File: src/rtl/zx_mem_pkg.sv
// Shared types and default widths for the ZX RAM arbiter.
// Used by zx_mem_arbiter and zx_arb_prio.
package zx_mem_pkg;

    localparam int AW_DEF = 14;
    localparam int DW_DEF = 8;

    typedef enum logic [1:0] {
        IDLE   = 2'd0,
        ACCESS = 2'd1,
        RESP   = 2'd2
    } state_t;

    typedef enum logic {
        OWN_CPU = 1'b0,
        OWN_VID = 1'b1
    } owner_t;

    function automatic owner_t other_owner(input owner_t o);
        return (o == OWN_VID) ? OWN_CPU : OWN_VID;
    endfunction

endpackage

File: src/rtl/zx_arb_prio.sv
// Combinational winner select between the CPU and video ports.
// On contention the port given by 'prefer' wins.
module zx_arb_prio
    import zx_mem_pkg::*;
(
    input  logic   cpu_req,
    input  logic   vid_req,
    input  owner_t prefer,
    output logic   grant,
    output owner_t winner
);

    always_comb begin
        grant  = cpu_req | vid_req;
        winner = OWN_CPU;
        if (cpu_req && vid_req) begin
            winner = prefer;
        end else if (vid_req) begin
            winner = OWN_VID;
        end
    end

endmodule

File: src/rtl/zx_mem_arbiter.sv
// Single-port RAM arbiter/sequencer for the Z80 CPU and video fetch ports.
// Define ZX_ARB_FAIR_EN for alternating priority on contention; default is strict video priority.
module zx_mem_arbiter
    import zx_mem_pkg::*;
#(
    parameter int AW = AW_DEF,
    parameter int DW = DW_DEF
) (
    input  logic          clk,
    input  logic          reset,

    input  logic          cpu_req,
    input  logic          cpu_we,
    input  logic [AW-1:0] cpu_addr,
    input  logic [DW-1:0] cpu_din,
    output logic          cpu_ack,
    output logic [DW-1:0] cpu_dout,
    output logic          cpu_valid,

    input  logic          vid_req,
    input  logic [AW-1:0] vid_addr,
    output logic          vid_ack,
    output logic [DW-1:0] vid_dout,
    output logic          vid_valid,

    output logic          mem_ce,
    output logic          mem_we,
    output logic [AW-1:0] mem_a,
    output logic [DW-1:0] mem_din,
    input  logic [DW-1:0] mem_dout
);

    state_t        state_reg,     state_next;
    owner_t        owner_reg,     owner_next;
    logic          op_we_reg,     op_we_next;
    logic          cpu_ack_reg,   cpu_ack_next;
    logic          vid_ack_reg,   vid_ack_next;
    logic          cpu_valid_reg, cpu_valid_next;
    logic          vid_valid_reg, vid_valid_next;
    logic [DW-1:0] cpu_dout_reg,  cpu_dout_next;
    logic [DW-1:0] vid_dout_reg,  vid_dout_next;
    logic          mem_ce_reg,    mem_ce_next;
    logic          mem_we_reg,    mem_we_next;
    logic [AW-1:0] mem_a_reg,     mem_a_next;
    logic [DW-1:0] mem_din_reg,   mem_din_next;

    owner_t prefer;
    logic   grant_any;
    owner_t winner;
    logic   take;

`ifdef ZX_ARB_FAIR_EN
    // Preferred port on the next contended grant; only contended grants move it.
    owner_t ptr_reg, ptr_next;

    assign prefer = ptr_reg;

    always_comb begin
        ptr_next = ptr_reg;
        if (take && cpu_req && vid_req) begin
            ptr_next = other_owner(winner);
        end
    end

    always_ff @(posedge clk or posedge reset) begin
        if (reset) begin
            ptr_reg <= OWN_VID;
        end else begin
            ptr_reg <= ptr_next;
        end
    end
`else
    assign prefer = OWN_VID;
`endif

    zx_arb_prio u_prio (
        .cpu_req (cpu_req),
        .vid_req (vid_req),
        .prefer  (prefer),
        .grant   (grant_any),
        .winner  (winner)
    );

    // A new grant may only be issued from IDLE or RESP; ACCESS is the RAM cycle.
    assign take = grant_any && (state_reg != ACCESS);

    always_comb begin
        state_next     = state_reg;
        owner_next     = owner_reg;
        op_we_next     = op_we_reg;
        cpu_ack_next   = 1'b0;
        vid_ack_next   = 1'b0;
        cpu_valid_next = 1'b0;
        vid_valid_next = 1'b0;
        cpu_dout_next  = cpu_dout_reg;
        vid_dout_next  = vid_dout_reg;
        mem_ce_next    = 1'b0;
        mem_we_next    = 1'b0;
        mem_a_next     = mem_a_reg;
        mem_din_next   = mem_din_reg;

        case (state_reg)
            IDLE:   state_next = IDLE;
            ACCESS: state_next = RESP;
            RESP: begin
                state_next = IDLE;
                if (!op_we_reg) begin
                    if (owner_reg == OWN_VID) begin
                        vid_dout_next  = mem_dout;
                        vid_valid_next = 1'b1;
                    end else begin
                        cpu_dout_next  = mem_dout;
                        cpu_valid_next = 1'b1;
                    end
                end
            end
            default: state_next = IDLE;
        endcase

        if (take) begin
            state_next  = ACCESS;
            owner_next  = winner;
            mem_ce_next = 1'b1;
            if (winner == OWN_VID) begin
                vid_ack_next = 1'b1;
                mem_a_next   = vid_addr;
                op_we_next   = 1'b0;
            end else begin
                cpu_ack_next = 1'b1;
                mem_a_next   = cpu_addr;
                mem_din_next = cpu_din;
                mem_we_next  = cpu_we;
                op_we_next   = cpu_we;
            end
        end
    end

    always_ff @(posedge clk or posedge reset) begin
        if (reset) begin
            state_reg     <= IDLE;
            owner_reg     <= OWN_CPU;
            op_we_reg     <= 1'b0;
            cpu_ack_reg   <= 1'b0;
            vid_ack_reg   <= 1'b0;
            cpu_valid_reg <= 1'b0;
            vid_valid_reg <= 1'b0;
            cpu_dout_reg  <= '0;
            vid_dout_reg  <= '0;
            mem_ce_reg    <= 1'b0;
            mem_we_reg    <= 1'b0;
            mem_a_reg     <= '0;
            mem_din_reg   <= '0;
        end else begin
            state_reg     <= state_next;
            owner_reg     <= owner_next;
            op_we_reg     <= op_we_next;
            cpu_ack_reg   <= cpu_ack_next;
            vid_ack_reg   <= vid_ack_next;
            cpu_valid_reg <= cpu_valid_next;
            vid_valid_reg <= vid_valid_next;
            cpu_dout_reg  <= cpu_dout_next;
            vid_dout_reg  <= vid_dout_next;
            mem_ce_reg    <= mem_ce_next;
            mem_we_reg    <= mem_we_next;
            mem_a_reg     <= mem_a_next;
            mem_din_reg   <= mem_din_next;
        end
    end

    assign cpu_ack   = cpu_ack_reg;
    assign vid_ack   = vid_ack_reg;
    assign cpu_valid = cpu_valid_reg;
    assign vid_valid = vid_valid_reg;
    assign cpu_dout  = cpu_dout_reg;
    assign vid_dout  = vid_dout_reg;
    assign mem_ce    = mem_ce_reg;
    assign mem_we    = mem_we_reg;
    assign mem_a     = mem_a_reg;
    assign mem_din   = mem_din_reg;

endmodule

File: config.mk
export PLATFORM = sky130hd
export DESIGN_NAME = zx_mem_arbiter
export DESIGN_NICKNAME = d
export VERILOG_FILES = /design/src/rtl/zx_mem_pkg.sv /design/src/rtl/zx_arb_prio.sv /design/src/rtl/zx_mem_arbiter.sv
export SDC_FILE = /design/constraint.sdc
export NUM_CORES = 1
export LEC_CHECK = 0
export CAP_MARGIN = 20
export CORE_MARGIN = 2
export CORE_UTILIZATION = 36
export CTS_BUF_LIST = sky130_fd_sc_hd__clkbuf_16
export DETAILED_ROUTE_END_ITERATION = 8
export PLACE_DENSITY_LB_ADDON = 0.1
export SYNTH_ARGS = -nofsm -noshare
export SYNTH_HDL_FRONTEND = slang
export SYNTH_HIERARCHICAL = 1
export SYNTH_SLANG_ARGS = --single-unit
File: constraint.sdc
create_clock -name clk -period 1.5 [get_ports clk]
set_clock_uncertainty 0.1 [all_clocks]
set_input_delay 0.15 -clock clk [delete_from_list [all_inputs] [get_ports clk]]
set_output_delay 0.15 -clock clk [all_outputs]
set_load 0.02 [all_outputs]
==> results by group, run 1 <==
Die
  – # IOs: 93
  – Initial Util: 37.4%
  – Die X: 76.8 um
  – Die Area: 0.00590 mm2
  – Core ar.: 0.00511 mm2
  – Std-Cell Rows: 26
  – Die height: 76.8 um

Route
  – Post-route ant nets: 0
  – Via count: 1,475
  – Drt drc: 0
  – Routed WL per cell: 15.5 um
  – Detailed-router iteration count before antenna repair: 4
  – Starting DRT DRC Count: 76
  – Routed WL: 4850 um
  – Via-per-instance ratio: 4.73

Placed design
  – Gp weighted congestion: 0.825
  – DP Area: 0.00298 mm2
  – Placed cell count: 302
  – Post-DP HPWL: 3500 um
  – I/O Buffers: 92
  – Pre-CTS WS: -0.242 ns

Setup path
  – Crit. End Element: flop
  – CP Data Arrival Time: 1.59 ns
  – Startpoint types: flop
  – CP required: 1.57 ns
  – Critical path class: reg -> reg
  – Crit Path Max Fanout: 10

Power
  – Cell area power density: 1940 mW/mm2
  – Switching share of total power: 35.3%
  – Sequential Power Share: 34.1%
  – Net load switching power: 2220 uW
  – Leakage: 0.00158 uW
  – Worst vdd ir: 1010 uV
  – Internal Power: 4070 uW
  – Total Power: 6290 uW
  – Combinational power share: 45.8%
  – Clock power frac: 20.1%

Clocking
  – Deepest clock path buffer count: 2
  – CTS tree: yes
  – Clock Pin Slew Worst Setup and Hold Paths: 0.06 ns
  – Post-CTS Hold Buffers: 0
  – CTS Sinks: 47
  – Clk Latency, worst-skew pair: 0.29 ns
  – Root Driver: clkbuf_16
  – CTS Buf Count: 5
  – CTS H-tree depth: 2

Final layout
  – Max FFs per register: 14
  – Synthesis-to-finish area growth: 70.2%
  – FILL cells: 407
  – Final instance area: 0.00325 mm2
  – Commonest non-fill, non-tap cell in the layout: clkdlybuf4s50_1
  – Util after Layout: 63.6%
  – Final Net Count: 290
  – Fin cells: 312
  – Layout cell share with drive strength beyond 1: 22.3%
  – N_diodes: 0
  – Most frequent cells in the layout: clkdlybuf4s50_1, dfrtp_1, a21oi_1

Logic synthesis
  – Register area share after synthesis: 61.6%
  – Syn Nets: 188
  – Synth cell types: 21
  – Post-Syn Area: 0.00191 mm2
  – Avg Inst Size Synth: 13.7 um2
  – Synth Instances: 139
  – Synthesized flop and latch total: 47
  – Yosys warnings: 6

Timing
  – Post-route minimum period: 1.52 ns
  – Endpoints failing hold: 0
  – Setup violations, final: 7
  – Pins Over Slew Limit: 0
  – Max Clock Freq: 658 MHz
  – Fin crit share: 101%
  – RSZ-0062 raised after global routing: true
  – Worst setup margin: -0.0195 ns

GRT
  – Largest net degree at the start of global routing: 21
  – Initial antenna violation count: 0
  – First-pass GRT wire length: 7760 um
  – Remaining global-route overflow: 0
  – GRT Overall Usage: 16.8%
  – Vias in the first global route: 1,618

Run
  – MaxCap Viol Count: 0

Min path
  – Class of the worst hold path: in -> async

Run status
  – Outcome: finished with violations
  – Failing checks: negative setup slack
layer usage:
layer / part of all wire, % / wire (um) / global-route usage, %
met5: 0 / 0 / 0
met4: 3.0 / 146 / 7.82
met2: 54 / 2600 / 28.5
met3: 5.9 / 288 / 5.29
met1: 37 / 1810 / 19.4
power by group through the flow:
stage               clock, uW  sequential, uW  combinational, uW
global placement            0            2150               2890
CTS                      1300            2150               2870
detailed placement          0            2180               2970
finish                   1270            2140               2880
floorplan                   0            2810                851
global route             1370            2220               3060
metrics by stage:
| stage | TNS (ns) | hold slack [ns] |
|---|---|---|
| after floorplan | -0.802 | 0.179 |
| after global placement | -3.92 | 0.359 |
| final | -0.0963 | 0.0514 |
| after CTS | -0.191 | 0.0546 |
| after detailed placement | -5.05 | 0.365 |
| after global routing | -1.15 | 0.0844 |
critical path, cell delays in order (launching register included):
cell      delay [ns]
dfrtp_2         0.43
nand2b_1        0.11
inv_2           0.06
nor3b_4         0.21
buf_12          0.16
mux2_2          0.33
path summary, 6_finish.rpt:
check | start | to | slack, ns | depth (start not counted)
hold reg to reg | vid_dout[2] | vid_dout[2] | 0.40 | 1
setup reg to reg | state_reg[0] | mem_din[4] | -0.02 | 5
min in group clk | cpu_we | mem_we | 0.35 | 2
setup / recovery | state_reg[0] | mem_din[4] | -0.02 | 5
max in group asynchronous | reset | cpu_dout[5] | 0.84 | 3
hold / removal | reset | cpu_ack | 0.05 | 2
kinds of logic after synthesis:
group           count (synthesis)  synth area share, %
flops                          47                 61.6
mux                            38                 21.5
compound gates                 31                 8.52
buf+inv                        13                 3.60
simple gates                    9                 4.59
other cells                     1                0.196
synthesized netlist by cell type:
library cell	instances	area [um2]
a21boi_1	1	7.51
and4bb_2	1	12.5
conb_1	1	3.75
a22o_2	1	10.0
buf_6	2	22.5
inv_1	3	11.3
nand2b_1	1	6.26
clkbuf_1	3	11.3
a21oi_1	29	145
mux2_2	24	270
nor3b_4	1	18.8
nor4b_4	1	23.8
and2_1	1	6.26
nor2_1	1	3.75
or2_1	1	6.26
inv_2	1	3.75
dfrtp_1	47	1180
and3_1	1	6.26
nand2_1	1	3.75
mux2i_1	14	140
buf_2	4	20.0
layout make-up:
cell class,count,area (um2),area share [%]
flip-flops and latches,47,1180,36.2
repair buffers,104,1090,33.5
multi-input cells,79,704,21.7
clock buffers,5,125,3.85
well taps,70,87.6,2.70
inverters,4,18.8,0.578
clock inverters,3,47.5,1.46
repair_timing:
action	4_1_cts	5_1_grt
hold endpoints to repair	0	0
gates resized for setup	24	29
setup buffers	2	0
setup endpoints to repair	49	56
Note: power is estimated with default switching activity, not from simulation.
==> inputs of run 2 (changes only) <==
ABC_AREA = 0   (was unset)
==> results of run 2 <==
Same layout as run 1: the final DEF is identical, and so are final timing and power.
==> inputs of run 3 (changes only) <==
CTS_BUF_LIST = unset   (was sky130_fd_sc_hd__clkbuf_16)
==> results by group, run 3 (synthesized netlist as in run 1, its figures left out) <==
Setup path
  – Worst reg2reg startpoint: state_reg[0]
  – CP max-delay cell: dfrtp_2
  – CP Data Arrival Time: 1.61 ns (+0.02 ns)
  – Critical path class: reg -> reg
  – Crit path cell chain: nand2b_1, inv_2, nor3b_4, buf_12, mux2_2
  – Crit. End Element: flop
  – CP required: 1.59 ns (+0.02 ns)
  – Crit Path Max Fanout: 10 (unchanged)
  – Worst R2R End: mem_din[4]
  – Max incr delay on CP: 0.44 ns (about the same)
  – Worst Reg-to-Reg Cells: 5 (unchanged)
  – Startpoint types: flop
  – R2R Setup Slk: -0.02 ns (about the same)

Route
  – Routed WL per cell: 15.2 um (-1.9%)
  – Starting DRT DRC Count: 60 (-21%)
  – Post-route ant nets: 0 (unchanged)
  – Via-per-instance ratio: 4.78 (+1.2%)
  – Detailed-router iteration count before antenna repair: 4 (unchanged)
  – Drt drc: 0 (unchanged)
  – Routed WL: 4750 um (-1.9%)
  – Via count: 1,492 (+1.2%)

Die
  – Die Area: 0.00590 mm2 (unchanged)
  – Die X: 76.8 um (unchanged)
  – Core ar.: 0.00511 mm2 (unchanged)
  – Die height: 76.8 um (unchanged)
  – Std-Cell Rows: 26 (unchanged)
  – # IOs: 93 (unchanged)
  – Initial Util: 37.4% (unchanged)

Final layout
  – Most frequent cells in the layout: clkdlybuf4s50_1, dfrtp_1, dlygate4sd2_1
  – Util after Layout: 61.2% (-2.4 points)
  – Max FFs per register: 14 (unchanged)
  – Final Net Count: 290 (unchanged)
  – N_diodes: 0 (unchanged)
  – Layout cell share with drive strength beyond 1: 22.3% (unchanged)
  – Synthesis-to-finish area growth: 63.7%
  – Commonest non-fill, non-tap cell in the layout: clkdlybuf4s50_1
  – FILL cells: 439 (+7.9%)

Timing
  – Fin crit share: 101% (about the same)
  – Endpoints failing hold: 0 (unchanged)
  – Pins Over Slew Limit: 0 (unchanged)
  – Post-route minimum period: 1.52 ns (+0.000606 ns)
  – Max Clock Freq: 658 MHz (about the same)
  – Setup violations, final: 7 (unchanged)
  – Worst setup margin: -0.0201 ns (-0.000606 ns)
  – Setup Total Neg Slack: -0.0996 ns (-0.00330 ns)
  – RSZ-0062 raised after global routing: true

Clocking
  – CTS Sinks: 47 (unchanged)
  – Deepest clock path buffer count: 2 (unchanged)
  – CTS H-tree depth: 2 (unchanged)
  – CTS tree: yes
  – Clock Pin Slew Worst Setup and Hold Paths: 0.09 ns (+0.03 ns)
  – Post-CTS Hold Buffers: 0 (unchanged)
  – CTS Buf Count: 5 (unchanged)
  – Clk Latency, worst-skew pair: 0.30 ns (about the same)
  – Root Driver: clkbuf_8

Run
  – MaxCap Viol Count: 0 (unchanged)

Placed design
  – Post-DP HPWL: 3500 um (unchanged)
  – Gp weighted congestion: 0.825 (unchanged)
  – I/O Buffers: 92 (unchanged)

Power
  – Cell area power density: 1860 mW/mm2 (-3.7%)
  – Worst vdd ir: 859 uV (-15%)
  – Leakage: 0.00143 uW (-10%)

GRT
  – First-pass GRT wire length: 7820 um (+0.71%)
  – Remaining global-route overflow: 0 (unchanged)
  – Vias in the first global route: 1,639 (+1.3%)
  – Largest net degree at the start of global routing: 21 (unchanged)
  – GRT Overall Usage: 16.9% (+0.076 points)
  – Initial antenna violation count: 0 (unchanged)

Min path
  – Class of the worst hold path: in -> async

Run status
  – Outcome: finished with violations
  – Failing checks: negative setup slack
## run 3: area by class of cell
| class | instances | area [um2] | share of cell area [%] |
|---|---|---|---|
| clock buffers | 5 | 68.8 | 2.20 |
| well taps | 70 | 87.6 | 2.80 |
| clock inverters | 3 | 47.5 | 1.52 |
| multi-input cells | 79 | 708 | 22.7 |
| inverters | 4 | 18.8 | 0.600 |
| repair buffers | 104 | 1020 | 32.5 |
| flip-flops and latches | 47 | 1180 | 37.7 |
## run 3: critical path: cells and delay by family (launching register included)
kind / cells / cell delay, ns
flip-flops: 1 / 0.44
multiplexers: 1 / 0.33
AND/OR/NAND/NOR: 2 / 0.32
buffers and inverters: 2 / 0.22
## run 3: layer usage
layer	routed length, um	vias to the layer above	global-route usage, %
met5	0	-	0
met4	74	0	6.55
met3	259	8	5.18
met2	2620	58	29.8
met1	1800	737	19.1
li1	-	689	-
## run 3: per-stage QoR
step	hold slack [ns]	instances	worst slack (ns)	total power (uW)	instance area [um2]
after floorplan	0.179	139	-0.133	3660	1910
after global placement	0.359	302	-0.188	5040	2980
after detailed placement	0.365	302	-0.242	5150	2980
after CTS	0.0306	312	-0.0352	5810	3090
after global routing	0.0549	312	-0.0886	6180	3130
final	0.0267	312	-0.0201	5820	3130
## run 3: worst max-delay path by stage
stage                            start         end  slack (ns)  cells after the start
after floorplan           state_reg[0]  mem_din[0]       -0.13                      6
after global placement         cpu_req  mem_din[2]       -0.19                      5
after detailed placement       vid_req    mem_a[3]       -0.24                      5
after CTS                 state_reg[0]  mem_din[4]       -0.04                      5
after global routing      state_reg[0]  mem_din[5]       -0.09                      5
final                     state_reg[0]  mem_din[4]       -0.02                      5
## run 3: what timing repair did
action,in CTS,in global routing
setup buffers,2,0
gates resized for setup,47,10
endpoints found under the setup margin,73,33
pin swaps,0,0
## run 3: where the power goes
group,switching [uW],internal [uW],leakage [uW]
clock network,443,505,0.0000587
logic,1430,1300,0.000814
registers,302,1840,0.000553
total,2180,3640,0.00143
